`src/rtl/wr_recovery_ctrl_if.sv`:
```
// Control/status bundle between the write transaction manager, register file
// and the write recovery controller.
interface wr_recovery_ctrl_if #(
  parameter int unsigned HoldWidth = 8
);
  logic                 reset_req_i;
  logic                 timeout_i;
  logic                 outstanding_i;
  logic [HoldWidth-1:0] hold_cycles_i;
  logic                 irq_clr_i;
  logic                 isolate_o;
  logic                 slv_rst_no;
  logic                 flush_o;
  logic                 busy_o;
  logic                 irq_o;
  logic                 drain_forced_o;
  logic [7:0]           recovery_cnt_o;

  modport master (
    output reset_req_i, timeout_i, outstanding_i, hold_cycles_i, irq_clr_i,
    input  isolate_o, slv_rst_no, flush_o, busy_o, irq_o, drain_forced_o,
           recovery_cnt_o
  );

  modport slave (
    input  reset_req_i, timeout_i, outstanding_i, hold_cycles_i, irq_clr_i,
    output isolate_o, slv_rst_no, flush_o, busy_o, irq_o, drain_forced_o,
           recovery_cnt_o
  );
endinterface

```
`src/rtl/wr_recovery_ctrl.sv`:
```
// Write-path recovery sequencer: isolate the master, drain, flush tables,
// hold the slave in reset, settle, then resume. Moore outputs only.
module wr_recovery_ctrl #(
  parameter int unsigned HoldWidth    = 8,
  parameter int unsigned DrainMax     = 256,
  parameter int unsigned SettleCycles = 4
) (
  input logic               clk_i,
  input logic               rst_ni,
  wr_recovery_ctrl_if.slave bus
);

  localparam int unsigned DrainW  = $clog2(DrainMax + 1);
  localparam int unsigned SettleW = $clog2(SettleCycles + 1);

  localparam logic [DrainW-1:0]  DrainLast  = DrainW'(DrainMax - 1);
  localparam logic [SettleW-1:0] SettleLast = SettleW'(SettleCycles - 1);

  typedef enum logic [2:0] {
    IDLE,
    ISOLATE,
    FLUSH,
    HOLD,
    SETTLE
  } state_t;

  state_t               state_q, state_d;
  logic [DrainW-1:0]    drain_cnt_q;
  logic [SettleW-1:0]   settle_cnt_q;
  logic [HoldWidth-1:0] hold_cnt_q;
  logic                 irq_q;
  logic                 drain_forced_q;
  logic [7:0]           recovery_cnt_q;
  logic                 start;
  logic                 forced;

  always_ff @(posedge clk_i or negedge rst_ni) begin
    if (!rst_ni) begin
      state_q <= IDLE;
    end else begin
      state_q <= state_d;
    end
  end

  always_comb begin
    state_d = state_q;
    start   = 1'b0;
    forced  = 1'b0;
    case (state_q)
      IDLE: begin
        if (bus.reset_req_i || bus.timeout_i) begin
          state_d = ISOLATE;
          start   = 1'b1;
        end
      end
      ISOLATE: begin
        if (!bus.outstanding_i) begin
          state_d = FLUSH;
        end else if (drain_cnt_q == DrainLast) begin
          state_d = FLUSH;
          forced  = 1'b1;
        end
      end
      FLUSH:   state_d = HOLD;
      HOLD: begin
        if (hold_cnt_q == HoldWidth'(1)) begin
          state_d = SETTLE;
        end
      end
      SETTLE: begin
        if (settle_cnt_q == SettleLast) begin
          state_d = IDLE;
        end
      end
      default: state_d = IDLE;
    endcase
  end

  // Each counter runs only while its state persists and clears otherwise, so
  // every visit to a state starts from a known value.
  always_ff @(posedge clk_i or negedge rst_ni) begin
    if (!rst_ni) begin
      drain_cnt_q  <= '0;
      settle_cnt_q <= '0;
      hold_cnt_q   <= '0;
    end else begin
      if (state_q == ISOLATE && state_d == ISOLATE) begin
        drain_cnt_q <= drain_cnt_q + DrainW'(1);
      end else begin
        drain_cnt_q <= '0;
      end

      if (state_q == SETTLE && state_d == SETTLE) begin
        settle_cnt_q <= settle_cnt_q + SettleW'(1);
      end else begin
        settle_cnt_q <= '0;
      end

      if (state_q == FLUSH) begin
        hold_cnt_q <= (bus.hold_cycles_i == '0) ? HoldWidth'(1) : bus.hold_cycles_i;
      end else if (state_q == HOLD && state_d == HOLD) begin
        hold_cnt_q <= hold_cnt_q - HoldWidth'(1);
      end else if (state_q != HOLD) begin
        hold_cnt_q <= '0;
      end
    end
  end

  // Set takes priority over software clear on the sticky flags.
  always_ff @(posedge clk_i or negedge rst_ni) begin
    if (!rst_ni) begin
      irq_q          <= 1'b0;
      drain_forced_q <= 1'b0;
      recovery_cnt_q <= '0;
    end else begin
      if (start) begin
        irq_q <= 1'b1;
      end else if (bus.irq_clr_i) begin
        irq_q <= 1'b0;
      end

      if (forced) begin
        drain_forced_q <= 1'b1;
      end else if (bus.irq_clr_i) begin
        drain_forced_q <= 1'b0;
      end

      if (start && recovery_cnt_q != '1) begin
        recovery_cnt_q <= recovery_cnt_q + 8'd1;
      end
    end
  end

  assign bus.isolate_o      = (state_q != IDLE);
  assign bus.busy_o         = (state_q != IDLE);
  assign bus.flush_o        = (state_q == FLUSH);
  assign bus.slv_rst_no     = (state_q != HOLD);
  assign bus.irq_o          = irq_q;
  assign bus.drain_forced_o = drain_forced_q;
  assign bus.recovery_cnt_o = recovery_cnt_q;

endmodule

```
`src/flat_wrapper.sv`:
```
// flat-port wrapper written by rule: the top's interface ports become plain ports
module wr_recovery_ctrl_flat 
#(
  parameter int unsigned HoldWidth    = 8,
  parameter int unsigned DrainMax     = 256,
  parameter int unsigned SettleCycles = 4
)
  (clk_i, rst_ni, bus_reset_req_i, bus_timeout_i, bus_outstanding_i, bus_hold_cycles_i, bus_irq_clr_i, bus_isolate_o, bus_slv_rst_no, bus_flush_o, bus_busy_o, bus_irq_o, bus_drain_forced_o, bus_recovery_cnt_o);
  wr_recovery_ctrl_if #(.HoldWidth(HoldWidth)) bus_i ();
  input logic clk_i;
  input logic rst_ni;
  input wire logic [$bits(bus_i.reset_req_i)-1:0] bus_reset_req_i;
  input wire logic [$bits(bus_i.timeout_i)-1:0] bus_timeout_i;
  input wire logic [$bits(bus_i.outstanding_i)-1:0] bus_outstanding_i;
  input wire logic [$bits(bus_i.hold_cycles_i)-1:0] bus_hold_cycles_i;
  input wire logic [$bits(bus_i.irq_clr_i)-1:0] bus_irq_clr_i;
  output wire logic [$bits(bus_i.isolate_o)-1:0] bus_isolate_o;
  output wire logic [$bits(bus_i.slv_rst_no)-1:0] bus_slv_rst_no;
  output wire logic [$bits(bus_i.flush_o)-1:0] bus_flush_o;
  output wire logic [$bits(bus_i.busy_o)-1:0] bus_busy_o;
  output wire logic [$bits(bus_i.irq_o)-1:0] bus_irq_o;
  output wire logic [$bits(bus_i.drain_forced_o)-1:0] bus_drain_forced_o;
  output wire logic [$bits(bus_i.recovery_cnt_o)-1:0] bus_recovery_cnt_o;
  assign bus_i.reset_req_i = bus_reset_req_i;
  assign bus_i.timeout_i = bus_timeout_i;
  assign bus_i.outstanding_i = bus_outstanding_i;
  assign bus_i.hold_cycles_i = bus_hold_cycles_i;
  assign bus_i.irq_clr_i = bus_irq_clr_i;
  assign bus_isolate_o = bus_i.isolate_o;
  assign bus_slv_rst_no = bus_i.slv_rst_no;
  assign bus_flush_o = bus_i.flush_o;
  assign bus_busy_o = bus_i.busy_o;
  assign bus_irq_o = bus_i.irq_o;
  assign bus_drain_forced_o = bus_i.drain_forced_o;
  assign bus_recovery_cnt_o = bus_i.recovery_cnt_o;
  wr_recovery_ctrl #(.HoldWidth(HoldWidth), .DrainMax(DrainMax), .SettleCycles(SettleCycles)) u_core (.clk_i(clk_i), .rst_ni(rst_ni), .bus(bus_i));
endmodule
```
`config.mk`:
```
export PLATFORM = sky130hd
export DESIGN_NAME = wr_recovery_ctrl_flat
export DESIGN_NICKNAME = d
export VERILOG_FILES = /design/src/rtl/wr_recovery_ctrl_if.sv /design/src/rtl/wr_recovery_ctrl.sv /design/src/flat_wrapper.sv
export SDC_FILE = /design/constraint.sdc
export NUM_CORES = 1
export LEC_CHECK = 0
export ABC_AREA = 1
export ABC_CLOCK_PERIOD_IN_PS = 2080
export CAP_MARGIN = 25
export CORE_ASPECT_RATIO = 0.8
export CORE_UTILIZATION = 40
export DETAILED_ROUTE_END_ITERATION = 7
export GPL_TIMING_DRIVEN = 0
export PLACE_DENSITY = 0.73
export SLEW_MARGIN = 20
export SYNTH_ARGS = -nofsm -noshare
export SYNTH_HDL_FRONTEND = slang
export SYNTH_SLANG_ARGS = --single-unit
export TNS_END_PERCENT = 1
```
`constraint.sdc`:
```
create_clock -name clk_i -period 2.08 [get_ports clk_i]
set_clock_uncertainty 0.05 [all_clocks]
set_input_delay 0.312 -clock clk_i [delete_from_list [all_inputs] [get_ports clk_i]]
set_output_delay 0.312 -clock clk_i [all_outputs]
set_load 0.02 [all_outputs]
```
# Word-level counts from Yosys, hierarchy flattened

Cells that the tools add are included.

Register bits after elaboration: 33
Input port bits: 14
Output and inout port bits: 14

Add/sub/neg operators: 4
Eq/ne operators: 12
Muxes and demuxes: 20
Reduce and logical (&&, ||, !) cells: 11

Operators by type and width:

| operator              | number |
|---|---|
| $mux W8               | 4 |
| $mux W3               | 6 |
| $pmux W3 S5           | 1 |
| $eq A3 B2 Y1 const B  | 4 |
| $add A9 B1 Y9 const B | 1 |
| $eq A9 B8 Y1 const B  | 1 |
| $mux W9               | 1 |
| $add A8 B1 Y8 const B | 1 |
| $eq A8 B1 Y1 const B  | 1 |
| $logic_not A8 Y1      | 1 |
| $mux W1               | 8 |
| $ne A8 B8 Y1 const B  | 1 |
| $sub A8 B1 Y8 const B | 1 |
| $eq A3 B1 Y1 const B  | 2 |
| $eq A3 B3 Y1 const B  | 2 |
| $reduce_bool A3 Y1    | 2 |
| $logic_and A1 B1 Y1   | 4 |
| $reduce_bool A2 Y1    | 2 |
| $add A3 B1 Y3 const B | 1 |
| $logic_not A3 Y1      | 1 |
| $ne A3 B2 Y1 const B  | 1 |
| $logic_or A1 B1 Y1    | 1 |

# Longest topological paths before layout

Depth after elaboration: 8
Mapped depth: 11

# Worst setup path after synthesis

Ideal clock, no wire load.

Path type: flip-flop to flip-flop
From: reg u_core.drain_cnt_q[0]
To: reg u_core.drain_cnt_q[3]
Setup time: 120 ps
Arrival: 1491 ps
Required time: 1910 ps
Path slack: 419 ps
Cell stages (with the launch flop): 12
Buffers on the path: 0
Path through: dfrtp_1 -> ha_1 -> nand3_1 -> nor2_1 -> nand2_1 -> nor3_1 -> ha_1 -> nor2_1 -> nand2_2 -> clkinv_2 -> o21ai_1 -> nor2_1

Cells in the longest elaborated chain, start to end: 7
Elaborated cells on any way between the ends: 8

RTL lines:

| element                | line                   | source |
|---|---|---|
| from (decl)            | wr_recovery_ctrl.sv:28 | `logic [DrainW-1:0] drain_cnt_q;` |
| from (signal assigned) | wr_recovery_ctrl.sv:88 | `drain_cnt_q <= drain_cnt_q + DrainW'(1);` |
| $eq A9 B8 Y1           | wr_recovery_ctrl.sv:59 | `end else if (drain_cnt_q == DrainLast) begin` |
| $mux W3                | wr_recovery_ctrl.sv:59 |  |
| $mux W3                | wr_recovery_ctrl.sv:57 | `if (!bus.outstanding_i) begin` |
| $pmux W3 S5            | wr_recovery_ctrl.sv:49 | `case (state_q)` |
| $eq A3 B1 Y1           | wr_recovery_ctrl.sv:87 | `if (state_q == ISOLATE && state_d == ISOLATE) begin` |
| $logic_and A1 B1 Y1    | wr_recovery_ctrl.sv:87 |  |
| $mux W9 (*)            | wr_recovery_ctrl.sv:87 |  |

Every way passes the cells marked *; elsewhere a longest branch is shown, timed or not.
A chain may end at the register's enable or synchronous reset.

# Worst setup path in the final report

From: reg u_core.state_q[0]
To: out bus_isolate_o

Cells in the longest elaborated chain, start to end: 1

RTL lines:

| element                | line                    | source |
|---|---|---|
| from (decl)            | wr_recovery_ctrl.sv:27  | `state_t state_q, state_d;` |
| from (signal assigned) | wr_recovery_ctrl.sv:41  | `state_q <= state_d;` |
| $reduce_bool A3 Y1     | wr_recovery_ctrl.sv:134 | `assign bus.isolate_o = (state_q != IDLE);` |
| to (decl)              | flat_wrapper.sv:17      | `output wire logic [$bits(bus_i.isolate_o)-1:0] bus_isolate_o;` |

No other way between the ends.

==> results.ini <==
[status]
status = finished, final reports clean

[worst_setup_path]
critPathSlowestCell = clkdlybuf4s50_1
crit_path_end_kind = primary output
cp-startpoint = u_core.state_q[0]
worst-setup-path-type = reg -> out
crit_path_max_incr_delay_ps = 520
worstReg2RegStart = u_core.drain_cnt_q[0]
crit_required_ps = 1720
critPathBufInv = 2
crit_arrival_ps = 1580
path_max_fanout = 3
crit_chain = nor2_2 -> nand2_2 -> buf_4 -> clkdlybuf4s50_1
crit_family = buffers and inverters
startpoint_type = flip-flop

[clock_tree]
cts_setup_buffers = 0
htree_levels = 2
cts.reportedPaths.clkPinSlew_ps = 60
clk_latency_ps = 290
cts_buffers = 5
cts_tree = yes
clock-sinks = 33
clk_path_buf_depth = 2
clockRootBuffer = clkbuf_8

[drt]
first_pass_iters = 4
drt-initial-drc-count = 66
vias = 1532
drc_errors = 0
wl_um = 3360
vias_per_cell = 4.67
antenna_left = 0
post_drt_wl_per_cell_um = 10.3

[yosys]
synthCells = 235
synth_fp_nets = 256
synth_seq_cells = 33
ys_types = 25
async_flop_share_pct = 100
avgSynthCellArea_um2 = 7.64
seq_area_frac_synth_pct = 46.0
synth_area_mm2 = 0.00180
ys_warn_count = 0
synth_enable_flop_cells = 0
synth-main-ff-cell = dfrtp_1

[grt]
antenna_found_initial = 0
grt_pass1_wl_um = 5970
grt_usage_pct = 16.6
grt_pass1_vias = 1387
grt_max_degree = 28
overflow = 0

[power]
ir_drop_v = 0.000220
power.total_mw = 1.18
powerDensity_mw_per_mm2 = 523
power_leakage_nw = 1.11

[timing]
min_period_ps = 1940
worst_pin_slew_ps = 240
hold_viol = 0
setup_violations = 0
fmaxAchievable_ghz = 0.515
grt_setup_unrepaired = no
slew_viol_final = 0
fin_ws_ps = 137
min_period_over_period_pct = 93.4
timing.slew.headroom_pct = 83.9

[cells_and_area]
instances_no_fill = 328
layout-drive-gt1-share_pct = 9.59
syn_to_final_growth_pct = 25.4
n_antenna_cell = 0
fin_area_mm2 = 0.00225
nNetsFinal = 292

[placement]
place_inst = 320
dpl_cell_area_mm2 = 0.00215
dp_slack_ps = 166
dp_hpwl_um = 2530
io_buffers = 27
routabilityCongestion = 0.920

[floorplanning]
ios = 28
start_util_pct = 42.2
die_w_um = 76.9
dieArea_mm2 = 0.00476
core-area_mm2 = 0.00426
rows = 21
dieHeight_um = 61.9

[worst_hold_path]
holdCritPathClass = in -> async

[job]
cap_violations = 0

stage by stage:
stage                     hold WS [ps]  utilization [%]  setup TNS (ps)
after CTS                          336             52.8               0
after detailed placement           119             50.6               0
after global routing               371             52.9               0
after global placement             372             50.2           -2070
after floorplan                  -33.6                -               0
final                              345             52.9               0
cell usage in the layout (no fill, tap or decap), types with 3 or more instances in the layout:
cell             netlist  routed
xnor2_1                3       3
o21ai_1                4       4
dfrtp_1               33      33
nand2_2                4       4
nand3_1               20      20
nand4_1                5       5
nand2_1               65      65
clkbuf_8               0       6
xor2_1                 3       3
clkdlybuf4s50_1        0      25
nor2_2                 5       5
inv_1                 35      35
ha_1                   7       7
o21ai_0                6       6
nor2_1                29      29
cells in the mapped netlist, types with 2 or more instances:
master | n | area [um2]
nand2_1 | 65 | 244
inv_1 | 35 | 131
dfrtp_1 | 33 | 826
nor2_1 | 29 | 109
nand3_1 | 20 | 100
ha_1 | 7 | 87.6
o21ai_0 | 6 | 30.0
nand4_1 | 5 | 31.3
nor2_2 | 5 | 31.3
nand2_2 | 4 | 25.0
o21ai_1 | 4 | 20.0
nor3_1 | 3 | 15.0
xnor2_1 | 3 | 26.3
xor2_1 | 3 | 26.3
inv_2 | 2 | 7.51
o21bai_1 | 2 | 15.0
routing by layer:
layer / vias up / track usage, % / share of wire [%] / routed length, um
met4: 0 / 7.42 / 1.8 / 59
met3: 5 / 5.26 / 4.3 / 146
met2: 28 / 26.8 / 43 / 1460
li1: 799 / - / - / -
met1: 700 / 20.9 / 51 / 1700
met5: - / 0 / 0 / 0
power breakdown:
group                 switching (mW)  total (mW)  internal, mW  leakage (nW)
sequential     0.0000000000000000688       0.642         0.642         0.421
clock                          0.226       0.488         0.262        0.0443
combinational                 0.0215      0.0485        0.0270         0.643
total                          0.247        1.18         0.931          1.11
logic make-up (layout without fill, tap and decap cells):
group | after synthesis | count (layout) | share of synthesized area, %
compound gates | 13 | 13 | 4.04
xor+xnor | 6 | 6 | 2.93
fa+ha+maj | 7 | 7 | 4.88
buf+inv | 41 | 77 | 8.99
flops | 33 | 33 | 46.0
simple gates | 135 | 135 | 33.2
final timing paths:
kind | endpoint | cells past startpoint | slack (ps)
setup reg to reg | u_core.drain_cnt_q[3] | 11 | 220
min in group clk_i | u_core.settle_cnt_q[0] | 1 | 380
hold reg to reg | u_core.settle_cnt_q[0] | 1 | 380
max in group asynchronous | u_core.state_q[1] | 3 | 1250
hold / removal | u_core.hold_cnt_q[6] | 2 | 350
setup / recovery | bus_isolate_o | 4 | 140
flip-flops by register name (all words and copies together) (netlist names):
| signal | flops |
|---|---|
| u_core.drain_cnt_q | 9 |
| u_core.bus.recovery_cnt_o | 8 |
| u_core.hold_cnt_q | 8 |
| u_core.settle_cnt_q | 3 |
| u_core.state_q | 3 |
| u_core.bus.drain_forced_o | 1 |
| u_core.bus.irq_o | 1 |
cell type report:
cell class / count / area [um2]
Timing Repair Buffer: 29 / 294
Tap cell: 57 / 71.3
Inverter: 40 / 154
Multi-Input combinational cell: 161 / 813
Clock buffer: 7 / 86.3
Fill cell: 419 / 2000
Sequential cell: 33 / 826
Buffer: 1 / 7.51
repair_timing:
action / in CTS / in global routing
setup endpoints to repair: 1 / 2
resized for setup: 1 / 1
hold buffers: 1 / 0
endpoints found under the hold margin: 6 / 0
(Power assumes the default switching activity.)
